===== config.mk =====
export PLATFORM = sky130hd
export DESIGN_NAME = pcs_tx_seq_flat
export DESIGN_NICKNAME = d
export VERILOG_FILES = /design/src/rtl/pcs_tx_seq_if.sv /design/src/rtl/pcs_tx_seq.sv /design/src/flat_wrapper.sv
export SDC_FILE = /design/constraint.sdc
export NUM_CORES = 1
export LEC_CHECK = 0
export BUFFER_PORTS_ARGS = -buffer_cell sky130_fd_sc_hd__buf_2
export CORE_ASPECT_RATIO = 1.75
export CORE_MARGIN = 2
export CORE_UTILIZATION = 30
export DETAILED_ROUTE_END_ITERATION = 6
export PLACE_DENSITY_LB_ADDON = 0.12
export SLEW_MARGIN = 20
export SYNTH_ARGS = -nofsm -noshare
export SYNTH_HDL_FRONTEND = slang
export SYNTH_SLANG_ARGS = --single-unit

===== constraint.sdc =====
create_clock -name clk -period 4.4 [get_ports clk]
set_clock_uncertainty 0.1 [all_clocks]
set_input_delay 0 -clock clk [delete_from_list [all_inputs] [get_ports clk]]
set_output_delay 0 -clock clk [all_outputs]
set_load 0.01 [all_outputs]

===== src/rtl/pcs_tx_seq_if.sv =====
// Block-in / word-out bundle of the 64b/66b TX sequencer.
// The master drives blocks in and observes the scrambler-side words; the slave is the sequencer.
interface pcs_tx_seq_if #(
    parameter int LEN   = 32,
    parameter int CNT_W = 16
);
    logic             in_valid_i;
    logic             in_ready_o;
    logic             in_ctrl_i;
    logic [63:0]      in_data_i;
    logic             scram_valid_o;
    logic [LEN-1:0]   scram_data_o;
    logic [1:0]       head_o;
    logic             head_valid_o;
    logic [5:0]       seq_o;
    logic [CNT_W-1:0] idle_cnt_o;

    modport master (
        output in_valid_i, in_ctrl_i, in_data_i,
        input  in_ready_o, scram_valid_o, scram_data_o, head_o, head_valid_o, seq_o, idle_cnt_o
    );

    modport slave (
        input  in_valid_i, in_ctrl_i, in_data_i,
        output in_ready_o, scram_valid_o, scram_data_o, head_o, head_valid_o, seq_o, idle_cnt_o
    );
endinterface


===== src/rtl/pcs_tx_seq.sv =====
// TX block sequencer: splits 64-bit blocks into two 32-bit scrambler words, emits the sync header
// and leaves one pause slot per gearbox period; IDLE control blocks fill input underflow.
module pcs_tx_seq #(
    parameter int          LEN        = 32,
    parameter int          GB_PERIOD  = 33,
    parameter logic [63:0] IDLE_BLOCK = 64'h1e,
    parameter int          CNT_W      = 16
) (
    input  logic          clk,
    input  logic          reset,
    pcs_tx_seq_if.slave   bus
);
    localparam logic [1:0] S_LOW   = 2'd0;
    localparam logic [1:0] S_HIGH  = 2'd1;
    localparam logic [1:0] S_PAUSE = 2'd2;
    localparam logic [5:0] LAST_SLOT = 6'(GB_PERIOD - 1);

    logic [5:0]       seq_reg;
    logic [5:0]       seq_next;
    logic [1:0]       state;
    logic [LEN-1:0]   upper_reg;
    logic [LEN-1:0]   data_reg;
    logic [1:0]       head_reg;
    logic             head_valid_reg;
    logic             scram_valid_reg;
    logic [5:0]       seq_out_reg;
    logic [CNT_W-1:0] idle_cnt_reg;

    logic             take_idle;
    logic [63:0]      blk_next;
    logic [1:0]       hdr_next;
    logic [LEN-1:0]   blk_word [2];

    // The slot number alone determines what this cycle does; no separate state register.
    always_comb begin
        state = S_LOW;
        if (seq_reg == LAST_SLOT) begin
            state = S_PAUSE;
        end else if (seq_reg[0]) begin
            state = S_HIGH;
        end
    end

    assign seq_next  = (seq_reg == LAST_SLOT) ? 6'd0 : seq_reg + 6'd1;
    assign take_idle = ~bus.in_valid_i;
    assign blk_next  = take_idle ? IDLE_BLOCK : bus.in_data_i;
    assign hdr_next  = take_idle ? 2'b10 : {bus.in_ctrl_i, ~bus.in_ctrl_i};

    for (genvar gi = 0; gi < 2; gi++) begin : g_split
        assign blk_word[gi] = blk_next[gi*LEN +: LEN];
    end

    assign bus.in_ready_o = ~reset & (state == S_LOW);

    always_ff @(posedge clk) begin
        if (reset) begin
            seq_reg         <= 6'd0;
            seq_out_reg     <= 6'd0;
            upper_reg       <= '0;
            data_reg        <= '0;
            head_reg        <= 2'b00;
            head_valid_reg  <= 1'b0;
            scram_valid_reg <= 1'b0;
            idle_cnt_reg    <= '0;
        end else begin
            seq_reg     <= seq_next;
            seq_out_reg <= seq_reg;
            case (state)
                S_LOW: begin
                    data_reg        <= blk_word[0];
                    upper_reg       <= blk_word[1];
                    head_reg        <= hdr_next;
                    head_valid_reg  <= 1'b1;
                    scram_valid_reg <= 1'b1;
                    if (take_idle && (idle_cnt_reg != '1)) begin
                        idle_cnt_reg <= idle_cnt_reg + 1'b1;
                    end
                end
                S_HIGH: begin
                    data_reg        <= upper_reg;
                    head_valid_reg  <= 1'b0;
                    scram_valid_reg <= 1'b1;
                end
                default: begin
                    // Pause slot: the gearbox drains; data and header simply hold.
                    head_valid_reg  <= 1'b0;
                    scram_valid_reg <= 1'b0;
                end
            endcase
        end
    end

    assign bus.scram_valid_o = scram_valid_reg;
    assign bus.scram_data_o  = data_reg;
    assign bus.head_o        = head_reg;
    assign bus.head_valid_o  = head_valid_reg;
    assign bus.seq_o         = seq_out_reg;
    assign bus.idle_cnt_o    = idle_cnt_reg;
endmodule


===== src/flat_wrapper.sv =====
// flat-port wrapper written by rule: the top's interface ports become plain ports
module pcs_tx_seq_flat 
#(
    parameter int          LEN        = 32,
    parameter int          GB_PERIOD  = 33,
    parameter logic [63:0] IDLE_BLOCK = 64'h1e,
    parameter int          CNT_W      = 16
)
  (clk, reset, bus_in_valid_i, bus_in_ctrl_i, bus_in_data_i, bus_in_ready_o, bus_scram_valid_o, bus_scram_data_o, bus_head_o, bus_head_valid_o, bus_seq_o, bus_idle_cnt_o);
  pcs_tx_seq_if #(.LEN(LEN), .CNT_W(CNT_W)) bus_i ();
  input  logic clk;
  input  logic reset;
  input wire logic [$bits(bus_i.in_valid_i)-1:0] bus_in_valid_i;
  input wire logic [$bits(bus_i.in_ctrl_i)-1:0] bus_in_ctrl_i;
  input wire logic [$bits(bus_i.in_data_i)-1:0] bus_in_data_i;
  output wire logic [$bits(bus_i.in_ready_o)-1:0] bus_in_ready_o;
  output wire logic [$bits(bus_i.scram_valid_o)-1:0] bus_scram_valid_o;
  output wire logic [$bits(bus_i.scram_data_o)-1:0] bus_scram_data_o;
  output wire logic [$bits(bus_i.head_o)-1:0] bus_head_o;
  output wire logic [$bits(bus_i.head_valid_o)-1:0] bus_head_valid_o;
  output wire logic [$bits(bus_i.seq_o)-1:0] bus_seq_o;
  output wire logic [$bits(bus_i.idle_cnt_o)-1:0] bus_idle_cnt_o;
  assign bus_i.in_valid_i = bus_in_valid_i;
  assign bus_i.in_ctrl_i = bus_in_ctrl_i;
  assign bus_i.in_data_i = bus_in_data_i;
  assign bus_in_ready_o = bus_i.in_ready_o;
  assign bus_scram_valid_o = bus_i.scram_valid_o;
  assign bus_scram_data_o = bus_i.scram_data_o;
  assign bus_head_o = bus_i.head_o;
  assign bus_head_valid_o = bus_i.head_valid_o;
  assign bus_seq_o = bus_i.seq_o;
  assign bus_idle_cnt_o = bus_i.idle_cnt_o;
  pcs_tx_seq #(.LEN(LEN), .GB_PERIOD(GB_PERIOD), .IDLE_BLOCK(IDLE_BLOCK), .CNT_W(CNT_W)) u_core (.clk(clk), .reset(reset), .bus(bus_i));
endmodule

# Yosys cells after proc, flatten, opt, wreduce, memory -nomap -nowiden
# Cells that the tools add are included.
[totals]
reg_bits = 96
latch_bits = 0
ramBits = 0
rom_bits = 0
inputBits = 68
word_cells = 30
n_memories = 0
[classes]
n_addsub = 2
mul = 0
n_div = 0
n_lt_le_gt_ge = 0
eq_ne = 3
n_shift = 0
muxes = 7
n_bitwise = 4
n_reduce_logical = 6
[op_table]
columns = ["cell", "n"]
rows = [
  ["2-to-1 mux 64 bit", 1],
  ["one-hot mux 32 bit (2 select lines)", 1],
  ["adder 16 x 1 -> 16 bit (second input constant)", 1],
  ["inequality test 16 bit (second input constant)", 1],
  ["adder 6 x 1 -> 6 bit (second input constant)", 1],
  ["equality test 6 bit (second input constant)", 1],
  ["2-to-1 mux 2 bit", 2],
  ["OR reduction 2 bit", 2],
  ["2-to-1 mux 1 bit", 3],
  ["NOT 1 bit", 3],
  ["equality test 2 x 1 -> 1 bit (second input constant)", 1],
  ["logical NOT 2 bit", 1],
  ["AND reduction 2 bit", 1],
  ["nonzero test 2 bit", 1],
  ["bitwise AND 1 bit", 1],
  ["logical AND 1 bit", 1],
]

# Depth between registers and ports, before layout
# Gate-level depths: netlist of the first run.
[depth]
depth_word = 5
mapped_depth = 10
ltp_nobuf = 6

# Worst setup path before layout of the first run
# OpenSTA, ideal clock, no wires.
[synth_path]
kind = "register to register"
from = "register u_core.seq_reg[0]"
to = "register u_core.idle_cnt_reg[6] (netlist: u_core.bus.idle_cnt_o[6])"
setup_ps = 121
arrival_ps = 1997
required_time_ps = 4179
path_slack_ps = 2181
path_stages_with_launch = 10
n_path_buf = 3
synth_period_minus_slack_ps = 2219
path_cell_list = "dfxtp_1 > buf_2 > inv_1 > ha_1 > nor4b_4 > and2_1 > buf_2 > buf_6 > nor4_2 > mux2_4"
[synth_between]
elab_chain_len = 4
[synth_rtl]
columns = ["element", "line", "rtl"]
rows = [
  ["start: declaration", "pcs_tx_seq.sv:18", "logic [5:0] seq_reg;"],
  ["start signal: assignment", "pcs_tx_seq.sv:66", "seq_reg <= seq_next;"],
  ["equality test 6 bit / 2-to-1 mux 1 bit (equally long branches)", "pcs_tx_seq.sv:37, pcs_tx_seq.sv:39", ""],
  ["2-to-1 mux 2 bit (*)", "pcs_tx_seq.sv:37", "if (seq_reg == LAST_SLOT) begin"],
  ["logical NOT 2 bit (*)", "pcs_tx_seq.sv:68", "case (state)"],
  ["AND reduction 2 bit (no source line) (*)", "-", ""],
  ["end signal: assignment", "pcs_tx_seq.sv:76", "idle_cnt_reg <= idle_cnt_reg + 1'b1;"],
  ["end: declaration", "pcs_tx_seq.sv:27", "logic [CNT_W-1:0] idle_cnt_reg;"],
]
# Mark *: on every way between the ends. The rest lies on a longest branch, timed or not.
# A chain may end at the register's enable or synchronous reset.

# Worst setup path in the final report of the first run
[layout_path]
from = "register u_core.seq_reg[0]"
to = "register u_core.idle_cnt_reg[0] (netlist: u_core.bus.idle_cnt_o[0])"
# Same word-level chain as after synthesis.

==> run summary, run 1 <==
Filler Cell Count = 1281
fin nets = 627
number of synthesized flops with an enable pin = 0
half-perimeter wire length after placement = 7.63 mm
worst-skew pair later-pin latency = 330 ps
Core Area = 0.0124 mm^2
Total Neg Setup Slack = 0 ps
synth unique cells = 42
die area = 0.0137 mm^2
Async SR Flop Fraction = 0%
Worst R2R End = u_core.bus.idle_cnt_o[0]
worst-path fanout max = 51
largest net degree at the start of global routing = 52
Least-Margin Pin Slew = 1030 ps
ys flop type = dfxtp_1
mean post-synth cell area = 10.0 um^2
hold endpoint = u_core.bus.idle_cnt_o[5]
R2R setup slack = 1210 ps
Port Buffers = 126
hold path cells = 2
via count = 3582
initial antenna violation count = 0
RSZ-0062 raised after global routing = false
Layout Utilization = 44.3%
CP Capture Type = register
Setup CP Type = register to register
Pwr Total = 1.95 mW
CTS max path bufs = 2
P_leak = 2.41 nW
detailed-route vias per instance = 4.91
GPL Wtd Cong = 0.790
Hold Path Origin = reset
Max Slew Vio Count = 0
grt total ovfl = 0
Sink Count = 96
Yosys reg bits = 96
Worst setup SP type = register
# IOs = 127
relative slew slack = 31.2%
First-pass DRT Iterations = 6
Root Buffer = clkbuf_16
synthesized area = 0.00381 mm^2
Max Clock Freq = 314 MHz
overall routed net length = 11.3 mm
# diodes = 0
final std cells w/o fill = 729
DRT antenna net count = 0
Die Wd = 89.2 um
wire length of the first global-routing pass = 17.9 mm
Total GRT Usage = 16.8%
row count = 54
final hold viol count = 0
Inst Count DP = 646
Reg2Reg Depth = 6
wire length per cell = 15.5 um
# H-tree levels = 3
syn nets = 451
sequential-to-total area share from yosys stat = 50.4%
Worst Path Arrival = 3300 ps
worst flop-to-flop path startpoint = u_core.seq_reg[0]
minimum clock period = 3190 ps
Synthesis Warnings = 0
vias in the first global route = 3595
clk slew on worst S/H paths = 70 ps
Die H = 153 um
share of cells above drive strength 1 = 30.1%
Cell Pwr Density = 354 mW/mm^2
type of the tightest min-delay check = primary input to register
run status = finished, final reports clean
Area Growth Syn to Fin = 44.6%
Cells after Synth = 380
CTS buffer count = 9
Final setup viols = 0
fin crit share = 72.4%
initial core utilization = 30.7%
Max VDD drop = 0.000180 V
DRC = 0
CP required = 4520 ps
maxcap violations = 0
CTS tree = built
initial DRC count = 127
layer usage:
metal,wire [um],GRT usage (%)
met1,4470,18.6
met2,6210,30.7
met3,358,2.86
met4,252,6.54
met5,0,0
what timing repair did:
item / in CTS / in global routing
endpoints found under the hold margin: 67 / 0
hold buffers: 67 / 0
endpoints found under the setup margin: 0 / 0
setup buffers: 0 / 0
gates resized for setup: 0 / 0
cell usage after synthesis (3+ instances only):
master | instances | share of area [%]
a21oi_1 | 12 | 1.6
a221oi_1 | 28 | 6.4
a22o_1 | 32 | 7.3
and3_1 | 3 | 0.49
buf_2 | 9 | 1.2
buf_4 | 4 | 0.79
clkbuf_1 | 17 | 1.7
dfxtp_1 | 96 | 50
ha_1 | 3 | 0.98
inv_1 | 6 | 0.59
mux2_4 | 6 | 2.4
nand2_1 | 12 | 1.2
nand3_1 | 5 | 0.66
nand4_1 | 3 | 0.49
nor2_1 | 46 | 4.5
nor2b_1 | 12 | 2.0
nor3_1 | 35 | 4.6
nor4_2 | 7 | 2.3
o221ai_1 | 4 | 0.92
o31ai_1 | 6 | 1.2
or4_1 | 6 | 1.2
power by group:
part | switching (mW) | leakage [nW] | internal (mW)
sequential | 0.0306 | 0.785 | 0.907
clock | 0.335 | 0.149 | 0.473
combinational | 0.0901 | 1.48 | 0.114
per-stage QoR:
step,worst slack [ps],hold slack [ps],area [um^2]
floorplan,2180,25.5,3810
global placement,1320,113,4530
detailed placement,1220,112,4530
CTS,1210,82.2,5510
global route,962,101,5510
finish,1210,74.5,5510
final cells by class:
class | count | area (um^2) | share of cell area [%]
Sequential cell | 96 | 1920 | 34.9
Multi-Input combinational cell | 245 | 1710 | 31.0
Timing Repair Buffer | 198 | 1340 | 24.3
Clock buffer | 12 | 256 | 4.65
Tap cell | 168 | 210 | 3.81
Clock inverter | 4 | 51.3 | 0.931
Inverter | 6 | 22.5 | 0.409
layout by cell type (no fill, tap or decap), types with 9 or more instances in the layout:
cell type	n
buf_2	126
dfxtp_1	95
dlygate4sd3_1	67
nor2_1	45
nor3_1	35
a22o_1	32
a221oi_1	28
nand2_1	12
a21oi_1	12
nor2b_1	11
clkbuf_16	9
worst max path at each step:
stage                            startpoint                       end  slack, ps
after CTS                 u_core.seq_reg[0]  u_core.bus.idle_cnt_o[0]       1210
after global routing      u_core.seq_reg[0]  u_core.bus.idle_cnt_o[0]        960
final                     u_core.seq_reg[0]  u_core.bus.idle_cnt_o[0]       1210
after global placement    u_core.seq_reg[0]  u_core.bus.idle_cnt_o[0]       1320
after detailed placement  u_core.seq_reg[0]  u_core.bus.idle_cnt_o[0]       1220
after floorplan           u_core.seq_reg[0]  u_core.bus.idle_cnt_o[6]       2180
critical path, cell delays in order, from the launching register on:
cell and delay, ps:
dfxtp_2 870, inv_1 310, ha_1 290, nor4b_4 140, and2_2 530, nor4_2 450
mux2_2 380
cell families (layout without fill, tap and decap cells):
group | Yosys count | count (layout) | synth area share (%)
mux | 10 | 10 | 3.51
xor+xnor | 4 | 4 | 0.919
compound gates | 86 | 86 | 18.3
simple gates | 142 | 142 | 21.0
buf+inv | 39 | 220 | 4.92
fa+ha+maj | 3 | 3 | 0.984
flops | 96 | 96 | 50.4
No activity file was read; power rests on OpenSTA's default activity.
==> inputs of run 2 (changes only) <==
- clock period: 4.4 -> 3.05 ns (I/O delays scaled with it)
==> run summary, run 2 (same netlist as run 1, synthesis figures left out) <==
Final setup viols = 0 (unchanged)
# IOs = 127 (unchanged)
overall routed net length = 11.8 mm (+4.2%)
clk slew on worst S/H paths = 70 ps (about the same)
maxcap violations = 0 (unchanged)
type of the tightest min-delay check = primary input to register
die area = 0.0137 mm^2 (unchanged)
Max Clock Freq = 380 MHz
First-pass DRT Iterations = 4 (-2)
initial antenna violation count = 0 (unchanged)
Core Area = 0.0124 mm^2 (unchanged)
most common cell after layout, fill and taps aside = buf_2
largest net degree at the start of global routing = 40 (-23%)
worst-skew pair later-pin latency = 340 ps (about the same)
Total Neg Setup Slack = 0 ps (unchanged)
Die Wd = 89.2 um (unchanged)
Pwr Total = 2.70 mW (+38%)
Max Slew Vio Count = 0 (unchanged)
GPL Wtd Cong = 0.774 (-2.0%)
Sink Count = 96 (unchanged)
DRT antenna net count = 0 (unchanged)
initial core utilization = 30.7% (unchanged)
CP required = 2950 ps (-1570 ps)
fin nets = 629 (+0.32%)
most frequent cells in the layout = 126 x buf_2, 95 x dfxtp_1, 66 x dlygate4sd3_1
Port Buffers = 126 (unchanged)
wire length per cell = 16.1 um (+3.9%)
Total GRT Usage = 17.6% (+0.82 points)
Worst Path Arrival = 2530 ps (-770 ps)
Cell Pwr Density = 492 mW/mm^2 (+39%)
CTS tree = built
# diodes = 0 (unchanged)
Max VDD drop = 0.000239 V (+33%)
via count = 3652 (+2.0%)
vias in the first global route = 3649 (+1.5%)
CTS max path bufs = 2 (unchanged)
DRC = 0 (unchanged)
wire length of the first global-routing pass = 18.6 mm (+3.7%)
Worst setup SP type = register
RSZ-0062 raised after global routing = false
worst-path fanout max = 26 (-49%)
grt total ovfl = 0 (unchanged)
run status = finished, final reports clean
Area Growth Syn to Fin = 43.8%
P_leak = 2.41 nW (-0.25%)
half-perimeter wire length after placement = 7.67 mm (+0.54%)
final hold viol count = 0 (unchanged)
Setup CP Type = register to primary output
initial DRC count = 199 (+57%)
# H-tree levels = 3 (unchanged)
Root Buffer = clkbuf_16
CP Capture Type = primary output
fin crit share = 86.3%
Die H = 153 um (unchanged)
CTS buffer count = 9 (unchanged)
relative slew slack = 52.8% (+22 points)
detailed-route vias per instance = 5.00 (+1.7%)
share of cells above drive strength 1 = 30.2% (+0.071 points)
minimum clock period = 2630 ps
row count = 54 (unchanged)
Least-Margin Pin Slew = 708 ps (-323 ps)
## run 2: cell count changes in the layout (fill, tap and decap cells not counted)
cell           previous run  this run
buf_4                     5         8
clkbuf_1                  1         3
bufinv_16                 1         0
clkbuf_8                  2         1
clkinv_2                  1         2
dlygate4sd3_1            67        66
inv_6                     1         0
## run 2: stage by stage
| stage | cells | setup slack (ps) | cell area, um^2 | hold WS [ps] | utilization (%) |
|---|---|---|---|---|---|
| finish | 731 | 418 | 5490 | 112 | 44.1 |
| global route | 731 | 244 | 5490 | 168 | 44.1 |
| CTS | 731 | 383 | 5490 | 116 | 44.1 |
| detailed placement | 649 | 677 | 4560 | 116 | 36.7 |
| global placement | 649 | 768 | 4560 | 111 | 36.7 |
| floorplan | 380 | 831 | 3810 | 25.5 | - |
## run 2: layout make-up
class                   count  area (um^2)
repair buffers            200         1350
multi-input cells         245         1710
clock inverters             3         17.5
well taps                 168          210
flip-flops and latches     96         1920
fillers                  1275         6950
inverters                   6         22.5
clock buffers              13          250
## run 2: routing by layer
metal	track usage (%)	wire length, um	vias up
met4	7.18	278	0
li1	-	-	1770
met1	18.4	4590	1760
met2	32.8	6370	103
met3	3.51	528	19
met5	0	0	-
## run 2: path summary, 6_finish.rpt
kind | startpoint | end | slack (ps) | depth (start not counted)
worst max-delay path | u_core.seq_reg[0] | bus_in_ready_o | 420 | 7
worst min register to register | u_core.bus.scram_data_o[1] | u_core.bus.scram_data_o[1] | 350 | 2
worst min-delay path | reset | u_core.bus.seq_o[5] | 110 | 2
worst max register to register | u_core.seq_reg[0] | u_core.bus.scram_data_o[26] | 670 | 7
## run 2: timing repair
action                                 4_1_cts  5_1_grt
hold buffers                                66        0
buffers inserted                             0        0
endpoints found under the hold margin       67        0
resized for setup                            0        0
## run 2: critical path: stages, from the launching register on
cell and delay (ps):
dfxtp_2 320, inv_1 170, ha_1 190, nor4b_4 260
and2_2 570, buf_4 410, nor3_1 90, buf_2 170
## run 2: power breakdown
group | switching, mW | internal, mW
Combinational | 0.145 | 0.165
Sequential | 0.0319 | 1.31
Clock | 0.472 | 0.574
Total | 0.649 | 2.05
==> inputs of run 3 (changes only) <==
- ABC_AREA: default -> 1
==> run summary, run 3 <==
run status = finished, final reports clean
Max Slew Vio Count = 0 (unchanged)
complex-gate fraction of the synthesized area = 8.79% (-9.5 points)
Core Area = 0.0144 mm^2 (+16%)
hold endpoint = u_core.upper_reg[11]
RSZ-0062 raised after global routing = false
P_leak = 3.02 nW (+25%)
Max VDD drop = 0.000259 V (+8.1%)
CP max stage cell = nor2_8
worst-skew pair later-pin latency = 340 ps (about the same)
Total Neg Setup Slack = 0 ps (unchanged)
CTS buffer count = 9 (unchanged)
# diodes = 0 (unchanged)
most frequent cells in the layout = 176 x nand2_1, 126 x buf_2, 113 x nand3_1
most common cell after layout, fill and taps aside = nand2_1
worst flop-to-flop path startpoint = u_core.seq_reg[0]
Yosys reg bits = 96 (unchanged)
cell taking the most area after synthesis = dfxtp_1
Pwr Total = 2.91 mW (+8.0%)
Async SR Flop Fraction = 0% (unchanged)
maxcap violations = 0 (unchanged)
wire length of the first global-routing pass = 20.5 mm (+11%)
Port Buffers = 126 (unchanged)
Setup CP Type = register to primary output
Final setup viols = 0 (unchanged)
largest family of logic cells by synthesized area = simple AND/OR/NAND/NOR gates
Filler Cell Count = 1531 (+20%)
Hold Path Origin = bus_in_data_i[43]
worst-path fanout max = 35 (+35%)
initial core utilization = 30.6% (-0.069 points)
Die H = 164 um (+7.2%)
Top cell by count, worst path = nor2_8
Root Buffer = clkbuf_16
# H-tree levels = 3 (unchanged)
CP Capture Type = primary output
mean post-synth cell area = 7.23 um^2 (-28%)
via count = 4390 (+20%)
DRT antenna net count = 0 (unchanged)
Crit path max-delay family = simple AND/OR/NAND/NOR gates
Worst Setup SP = u_core.seq_reg[0]
sequential-to-total area share from yosys stat = 43.7% (-6.7 points)
XOR/XNOR share of the synthesized area = 0.199% (-0.72 points)
Area Growth Syn to Fin = 37.9%
Cells after Synth = 608 (+60%)
Synth top cells by count = 176 x nand2_1, 113 x nand3_1, 96 x dfxtp_1, 61 x inv_1, 49 x nor2_1
clk slew on worst S/H paths = 70 ps (about the same)
Area contributors post-synth = dfxtp_1 44%, nand2_1 15%, nand3_1 13%
# IOs = 127 (unchanged)
Cell Pwr Density = 480 mW/mm^2 (-2.3%)
Worst setup SP type = register
final hold viol count = 0 (unchanged)
hold path cells = 4 (+2)
grt total ovfl = 0 (unchanged)
relative slew slack = 50.2% (-2.6 points)
vias in the first global route = 4291 (+18%)
First-pass DRT Iterations = 4 (unchanged)
Synth Area in Simple Gates = 36.3% (+15 points)
crit path buf inv count = 3 (unchanged)
cells along the critical path = inv_2 -> ha_1 -> nand2_1 -> nor2_8 -> nor2_8 -> nand2_4 -> inv_1 -> buf_2
Max Clock Freq = 380 MHz (+0.11%)
Worst R2R End = u_core.bus.head_valid_o
fin crit share = 86.2% (-0.095 points)
Reg2Reg Depth = 7 (unchanged)
CP required = 2950 ps (about the same)
type of the tightest min-delay check = primary input to register
DRC = 0 (unchanged)
post-synthesis adder-cell area fraction = 0.853% (-0.13 points)
postcts setup bufs = 0 (unchanged)
R2R setup slack = 700 ps (+30 ps)
CTS max path bufs = 2 (unchanged)
fin nets = 854 (+36%)
die area = 0.0157 mm^2 (+15%)
Sink Count = 96 (unchanged)
Die Wd = 95.5 um (+7.1%)
GPL Wtd Cong = 0.785 (+1.5%)
syn nets = 679 (+51%)
ys flop type = dfxtp_1
Total GRT Usage = 16.9% (-0.75 points)
row count = 58 (+7.4%)
post-synthesis mux area share = 0% (-3.5 points)
CTS tree = built
max incr delay on CP = 500 ps (-70 ps)
detailed-route vias per instance = 4.54 (-9.2%)
share of cells above drive strength 1 = 24.1% (-6.1 points)
number of synthesized flops with an enable pin = 0 (unchanged)
Worst Path Arrival = 2530 ps (about the same)
minimum clock period = 2630 ps (-2.90 ps)
half-perimeter wire length after placement = 8.96 mm (+17%)
largest net degree at the start of global routing = 62 (+55%)
overall routed net length = 12.8 mm (+8.9%)
post-synth top area share = 43.7% (-6.7 points)
synthesized area = 0.00440 mm^2 (+15%)
Synthesis Warnings = 0 (unchanged)
wire length per cell = 13.2 um (-18%)
Least-Margin Pin Slew = 745 ps (+37.2 ps)
top-count cell post-synth = nand2_1
synth unique cells = 30 (-29%)
initial DRC count = 131 (-34%)
initial antenna violation count = 0 (unchanged)
[run 3: cell types whose count changed in the layout (fill, tap and decap cells not counted), moves of 6 or more]
| cell | delta |
|---|---|
| o21ai_2 | +28 |
| inv_1 | +55 |
| mux2_4 | -6 |
| a22o_1 | -32 |
| nand2_1 | +164 |
| o31ai_1 | -6 |
| nor2b_1 | -11 |
| o21ai_0 | +9 |
| nor4_2 | -7 |
| a221oi_1 | -28 |
| nor3_1 | -34 |
| nand3_1 | +108 |
| or4_1 | -6 |
[run 3: worst max path at each step]
stage / cells after the start / to
after detailed placement: 9 / u_core.bus.scram_data_o[5]
after floorplan: 10 / u_core.bus.idle_cnt_o[15]
after global placement: 7 / u_core.bus.head_valid_o
after CTS: 8 / bus_in_ready_o
final: 8 / bus_in_ready_o
after global routing: 8 / bus_in_ready_o
[run 3: kinds of logic (layout without fill, tap and decap cells)]
logic type      after synthesis  in the layout
xor+xnor                      1              1
buf+inv                      97            277
flops                        96             96
simple gates                356            356
fa+ha+maj                     3              3
compound gates               55             55
[run 3: per-stage QoR]
| stage | instance area (um^2) | setup WS, ps | hold WS, ps | util (%) | cells |
|---|---|---|---|---|---|
| final | 6060 | 421 | 353 | 42.2 | 968 |
| after global routing | 6060 | 175 | 372 | 42.2 | 968 |
| after global placement | 5080 | 732 | 177 | 35.4 | 885 |
| after detailed placement | 5080 | 643 | 173 | 35.4 | 885 |
| after floorplan | 4400 | 1200 | 60.0 | - | 608 |
| after CTS | 6060 | 335 | 344 | 42.2 | 968 |
[run 3: where the power goes]
group          total [mW]  switching, mW  internal (mW)
Combinational       0.374          0.204          0.170
Sequential           1.34         0.0339           1.31
Clock                1.20          0.482          0.716
Total                2.91          0.719           2.19
[run 3: what timing repair did]
item,CTS,global route
resized for setup,0,0
hold endpoints to repair,74,0
hold buffers,67,0
[run 3: cell type report]
type	instances	area [um^2]	area share, %
well taps	180	225	3.71
clock buffers	10	229	3.78
multi-input cells	415	2030	33.5
repair buffers	198	1340	22.1
inverters	63	236	3.90
clock inverters	6	83.8	1.38
flip-flops and latches	96	1920	31.7
[run 3: metal layers]
metal  global-route usage, %  routed length [um]  vias to the layer above  share of wire (%)
met5                       0                   0                        -                  0
met4                    7.40                 378                        0                2.9
met3                    3.07                 491                       22                3.8
met2                    31.2                6890                      100                 54
met1                    18.2                5050                     1988                 39
li1                        -                   -                     2280                  -
[run 3: worst min-delay path, cell delays in order]
cell and delay [ps]:
dlygate4sd3_1 510, buf_2 90, nand2_1 50, o21ai_2 110
